File: src/rtl/midori_rand_gen.sv
// Fresh-randomness source for the masked Midori S-box layer.
// A bank of NUM_SBOX reseedable 31-bit LFSR lanes, each advanced 24 steps per
// enabled cycle. Each lane's 24-bit word feeds one S-box: bits [17:0] go to its
// r input and bits [23:18] go to its rs input. After every seed handshake the
// bank runs WARM+1 forced advances. It only raises rnd_valid_o on the last of
// these advances, so warm-up bits never reach the pipeline.
//
// Ports
//   clk           clock, rising edge
//   rst_n         asynchronous active-low reset
//   seed_valid_i  seed offered
//   seed_i        31-bit seed
//   seed_ready_o  seed accepted on this cycle's edge if seed_valid_i is high
//   en_i          advance request from the S-box pipeline (RUN only)
//   rnd_valid_o   r_out_o / rs_out_o hold a valid fresh word
//   r_out_o       lane i drives [18i+17:18i]
//   rs_out_o      lane i drives [6i+5:6i]
module midori_rand_gen #(
  parameter int unsigned NUM_SBOX = 16,
  parameter int unsigned WARM     = 4
) (
  input  logic                     clk,
  input  logic                     rst_n,
  input  logic                     seed_valid_i,
  input  logic [30:0]              seed_i,
  output logic                     seed_ready_o,
  input  logic                     en_i,
  output logic                     rnd_valid_o,
  output logic [NUM_SBOX*18-1:0]   r_out_o,
  output logic [NUM_SBOX*6-1:0]    rs_out_o
);

  localparam int unsigned CntW      = $clog2(WARM + 2);
  localparam logic [30:0] LaneConst = 31'h2545F491;

  function automatic logic [30:0] rotl31(input logic [30:0] v, input int unsigned n);
    return 31'({v, v} >> (31 - n));
  endfunction

  // 24 unrolled steps of fb = s[30]^s[27]; returns {next_state, word}.
  function automatic logic [54:0] advance24(input logic [30:0] s);
    logic [30:0] st;
    logic [23:0] w;
    logic        fb;
    st = s;
    w  = '0;
    for (int k = 0; k < 24; k++) begin
      fb   = st[30] ^ st[27];
      w[k] = fb;
      st   = {st[29:0], fb};
    end
    return {st, w};
  endfunction

  typedef enum logic [1:0] {StIdle, StWarm, StRun} state_e;

  state_e          state_q, state_d;
  logic [CntW-1:0] cnt_q, cnt_d;
  logic            valid_q, valid_d;
  logic            ready_q, ready_d;
  logic            hs;
  logic            load;
  logic            adv_en;

  // ready_q is registered so it reads 0 while in reset and has no input path.
  assign hs = seed_valid_i && ready_q;

  always_comb begin
    state_d = state_q;
    cnt_d   = cnt_q;
    valid_d = valid_q;
    load    = 1'b0;
    adv_en  = 1'b0;
    unique case (state_q)
      StIdle: begin
        if (hs) begin
          load    = 1'b1;
          cnt_d   = CntW'(WARM + 1);
          state_d = StWarm;
          valid_d = 1'b0;
        end
      end
      StWarm: begin
        adv_en = 1'b1;
        cnt_d  = cnt_q - CntW'(1);
        if (cnt_q == CntW'(1)) begin
          state_d = StRun;
          valid_d = 1'b1;
        end
      end
      StRun: begin
        // Reseed takes priority over an advance on the same edge.
        if (hs) begin
          load    = 1'b1;
          cnt_d   = CntW'(WARM + 1);
          state_d = StWarm;
          valid_d = 1'b0;
        end else if (en_i) begin
          adv_en = 1'b1;
        end
      end
      default: begin
        state_d = StIdle;
        valid_d = 1'b0;
      end
    endcase
    ready_d = (state_d != StWarm);
  end

  always_ff @(posedge clk or negedge rst_n) begin
    if (!rst_n) begin
      state_q <= StIdle;
      cnt_q   <= '0;
      valid_q <= 1'b0;
      ready_q <= 1'b0;
    end else begin
      state_q <= state_d;
      cnt_q   <= cnt_d;
      valid_q <= valid_d;
      ready_q <= ready_d;
    end
  end

  assign seed_ready_o = ready_q;
  assign rnd_valid_o  = valid_q;

  for (genvar i = 0; i < NUM_SBOX; i++) begin : g_lane
    localparam logic [30:0] LaneRot = rotl31(LaneConst, i);

    logic [30:0] lane_q, lane_d;
    logic [23:0] word_q, word_d;
    logic [30:0] ls_raw;
    logic [30:0] ls;
    logic [54:0] adv;

    assign ls_raw = seed_i ^ LaneRot;
    // An all-zero LFSR would lock up; substitute a non-zero seed.
    assign ls     = (ls_raw == '0) ? 31'h1 : ls_raw;
    assign adv    = advance24(lane_q);

    always_comb begin
      lane_d = lane_q;
      word_d = word_q;
      if (load) begin
        lane_d = ls;
      end else if (adv_en) begin
        lane_d = adv[54:24];
        word_d = adv[23:0];
      end
    end

    always_ff @(posedge clk or negedge rst_n) begin
      if (!rst_n) begin
        lane_q <= '0;
        word_q <= '0;
      end else begin
        lane_q <= lane_d;
        word_q <= word_d;
      end
    end

    assign r_out_o[18*i +: 18] = word_q[17:0];
    assign rs_out_o[6*i +: 6]  = word_q[23:18];
  end

endmodule

File: config.mk
export PLATFORM = sky130hd
export DESIGN_NAME = midori_rand_gen
export DESIGN_NICKNAME = d
export VERILOG_FILES = /design/src/rtl/midori_rand_gen.sv
export SDC_FILE = /design/constraint.sdc
export NUM_CORES = 2
export LEC_CHECK = 0
export ABC_AREA = 0
export BUFFER_PORTS_ARGS = -buffer_cell sky130_fd_sc_hd__buf_2
export CORE_MARGIN = 2
export CORE_UTILIZATION = 55
export CTS_CLUSTER_SIZE = 40
export DETAILED_ROUTE_END_ITERATION = 10
export PLACE_DENSITY = 0.77
export SLEW_MARGIN = 20
export SYNTH_ARGS = -nofsm -noshare
export SYNTH_HDL_FRONTEND = slang
export SYNTH_SLANG_ARGS = --single-unit
File: constraint.sdc
create_clock -name clk -period 2.2 [get_ports clk]
set_input_delay 0.33 -clock clk [delete_from_list [all_inputs] [get_ports clk]]
set_output_delay 0.33 -clock clk [all_outputs]
set_load 0.03 [all_outputs]
==> results_dict.tcl <==
set metrics [dict create \
    synth.distinct_cells 53 \
    drtPass1Iterations 6 \
    period_needed_ns 2.19 \
    slew_headroom_pct 54.2 \
    mostFrequentLayoutCell "dfrtp_1" \
    global_route.usage.met3_pct 7.69 \
    tightestPinTransition_ns 0.687 \
    worst_clock_skew_ns 0.0205 \
    status "finished clean" \
    critical_path_class "flop to flop" \
    ant_nets 0 \
    mappedNetlistArea_um2 39700 \
    tcrit_tclk_final_pct 99.8 \
    report.final.setup_viol 0 \
    detailed_place_hpwl_mm 95.0 \
    vias_per_cell 6.10 \
    final_cell_mix "dfrtp_1 (887), buf_2 (419), xor2_1 (384)" \
    cts.sink_count 887 \
    filler_cell_count 5067 \
    die_area_um2 74400 \
    crit_path_arrival_time_ns 2.71 \
    max_freq_mhz 456 \
    most_used_routing_layer "met2" \
    detail_route.drc_violations 0 \
    core_area_um2 71500 \
    synth_nets 3253 \
    drive_gt1_share_pct 23.1 \
    groute.layer.met1.usage_pct 48.9 \
    grt_util_met2_pct 52.4 \
    netlist_instances 3212 \
    startpoint_type "flop" \
    sum_neg_setup_slack_ns 0 \
    synth-seq-area-share_pct 55.8 \
    detailedRoute.firstIterationViolations 3275 \
    yosys_warnings 0 \
    initial_core_util_pct 55.6 \
    grt_setup_unrepaired "true" \
    grt_max_degree 107 \
    fraction_of_the_mapped_netlist_area_in_simple_logic_gates_pct 5.42 \
    tritoncts "yes" \
    critical_path.endpoint_type "flop" \
    synth_top_family_by_area "multiplexers" \
    max-clock-path-buffers 3 \
    vias 29600 \
    clk_transition_reported_paths_ns 0.06 \
    critical_path_required_ns 2.71 \
    hp-class "primary input to asynchronous set/reset pin" \
    insertion_delay_ns 0.65 \
    drv.max_cap_violation_count 0 \
    grt_remaining_overflow 0 \
    gr-usage-all-layers_pct 35.1 \
    die_width_um 273 \
    numCtsBuffers 90 \
    finalWirelength_mm 133 \
    yosys_register_bits 887 \
    synthXorXnorAreaFrac_pct 8.46 \
    final_hold_vios 0 \
    grt_first_pass_wirelength_mm 192 \
    portBuffers 420 \
    postSynth.topFlopCell "dfrtp_1" \
    root_buffer "clkbuf_16" \
    mux_share_of_post_synthesis_cell_area_pct 20.2 \
    synthArstFlopShare_pct 100 \
    htreeDepth 3 \
    timing.final.max_slew_violations 0 \
    synth-edff-count 0 \
    wl_per_cell_um 27.5 \
    floorplan.io_pins 421 \
    first_global_vias 29300 \
    crit_path_max_fanout 44 \
    synth_compound_area_share_pct 6.94 \
    finalNetCount 3845 \
    yosys.area_share.adder_pct 0.189 \
    die_height_um 273 \
    syn2layout_area_growth_pct 21.2 \
    gp_routability_congestion 1.00 \
    floorplan.rows 98 \
    avgSynthCellArea_um2 12.4 \
    number_of_antenna_violations_at_the_first_check_in_global_routing 19 \
]
-- critical path: stages (launching register included) --
cell and delay [ns]:
dfrtp_1 0.38, inv_2 0.11, ha_2 0.19, and3_1 0.18
o21a_4 0.18, buf_16 0.28, buf_16 0.26, mux2i_4 0.28
o21ai_1 0.10
-- cells by family after synthesis --
group,after synthesis
AO/OA/AOI/OAI,512
XOR/XNOR,384
adder cells (fa/ha/maj),6
buffers and inverters,210
flip-flops,887
multiplexers,756
AND/OR/NAND/NOR,457
-- synth_stat cells, types with 5 or more instances --
library cell	number	area share (%)
dfrtp_1	887	56
xor2_1	384	8.5
mux2i_1	372	9.4
o21ai_1	368	4.6
mux2_1	364	10
nand2_1	286	2.7
a31oi_1	120	1.9
clkbuf_1	83	0.78
buf_4	73	1.4
buf_2	34	0.43
nor2_1	32	0.30
or3_1	23	0.36
nand4_1	22	0.35
mux2_2	20	0.57
nor4_1	13	0.20
nand3_1	11	0.14
nor2b_1	10	0.16
and2_1	8	0.13
a21oi_1	7	0.088
a32oi_1	7	0.15
buf_1	7	0.066
nor3_1	7	0.088
nor4b_1	7	0.15
ha_1	6	0.19
inv_1	6	0.057
nand2b_1	5	0.079
nand4b_1	5	0.11
-- layer usage --
metal / part of all wire, % / vias up
li1: - / 12500
met1: 40 / 15200
met2: 45 / 1569
met3: 9.7 / 341
met4: 4.7 / 6
met5: 0.031 / -
-- what timing repair did --
action                                  4_1_cts  5_1_grt
gates resized for setup                       0       30
endpoints found under the setup margin        0      282
setup buffers                                 0        7
endpoints found under the hold margin       177        0
hold buffers                                  1        0
-- final cells by class --
type	instances	area [um2]	area share (%)
sequential	887	22200	46.1
multi-input combinational	2115	16500	34.2
timing repair buffer	703	5220	10.8
clock buffer	126	2630	5.46
tap	950	1190	2.47
clock inverter	36	380	0.789
antenna	22	55.1	0.114
inverter	7	26.3	0.0545
-- through the flow --
step / cells / hold WS, ns / setup WS [ns] / cell area [um2] / util [%]
after floorplan: 3212 / 0.0344 / 0.206 / 39700 / -
after CTS: 4810 / 0.156 / 0.00964 / 47700 / 66.8
after detailed placement: 4647 / 0.259 / 0.0275 / 44700 / 62.6
final: 4846 / 0.174 / 0.00526 / 48200 / 67.4
after global routing: 4827 / 0.180 / -0.0603 / 48100 / 67.3
after global placement: 4647 / 0.258 / 0.0486 / 44700 / 62.6
-- sequential cells by signal (all words and copies together) (netlist names) --
signal	cells
g_lane.lane_q	496
state_q	2
g_lane.word_q	384
seed_ready_o	1
rnd_valid_o	1
cnt_q	3
-- path summary, 6_finish.rpt --
| path | slack (ns) | end | depth (start not counted) | startpoint |
|---|---|---|---|---|
| setup / recovery | 0.005 | g_lane[7].lane_q[14] | 8 | state_q[0] |
| hold / removal | 0.17 | g_lane[8].word_q[8] | 2 | rst_n |
| setup reg to reg | 0.005 | g_lane[7].lane_q[14] | 8 | state_q[0] |
| hold reg to reg | 0.48 | g_lane[13].word_q[17] | 1 | g_lane[13].word_q[17] |
| max in group asynchronous | 1.14 | g_lane[6].word_q[21] | 4 | rst_n |
| min in group clk | 0.19 | g_lane[14].lane_q[15] | 4 | seed_i[15] |
Power is left out: the tool's default activity adds up to more than one toggle a clock period on the data nets, which glitch-free logic cannot reach.
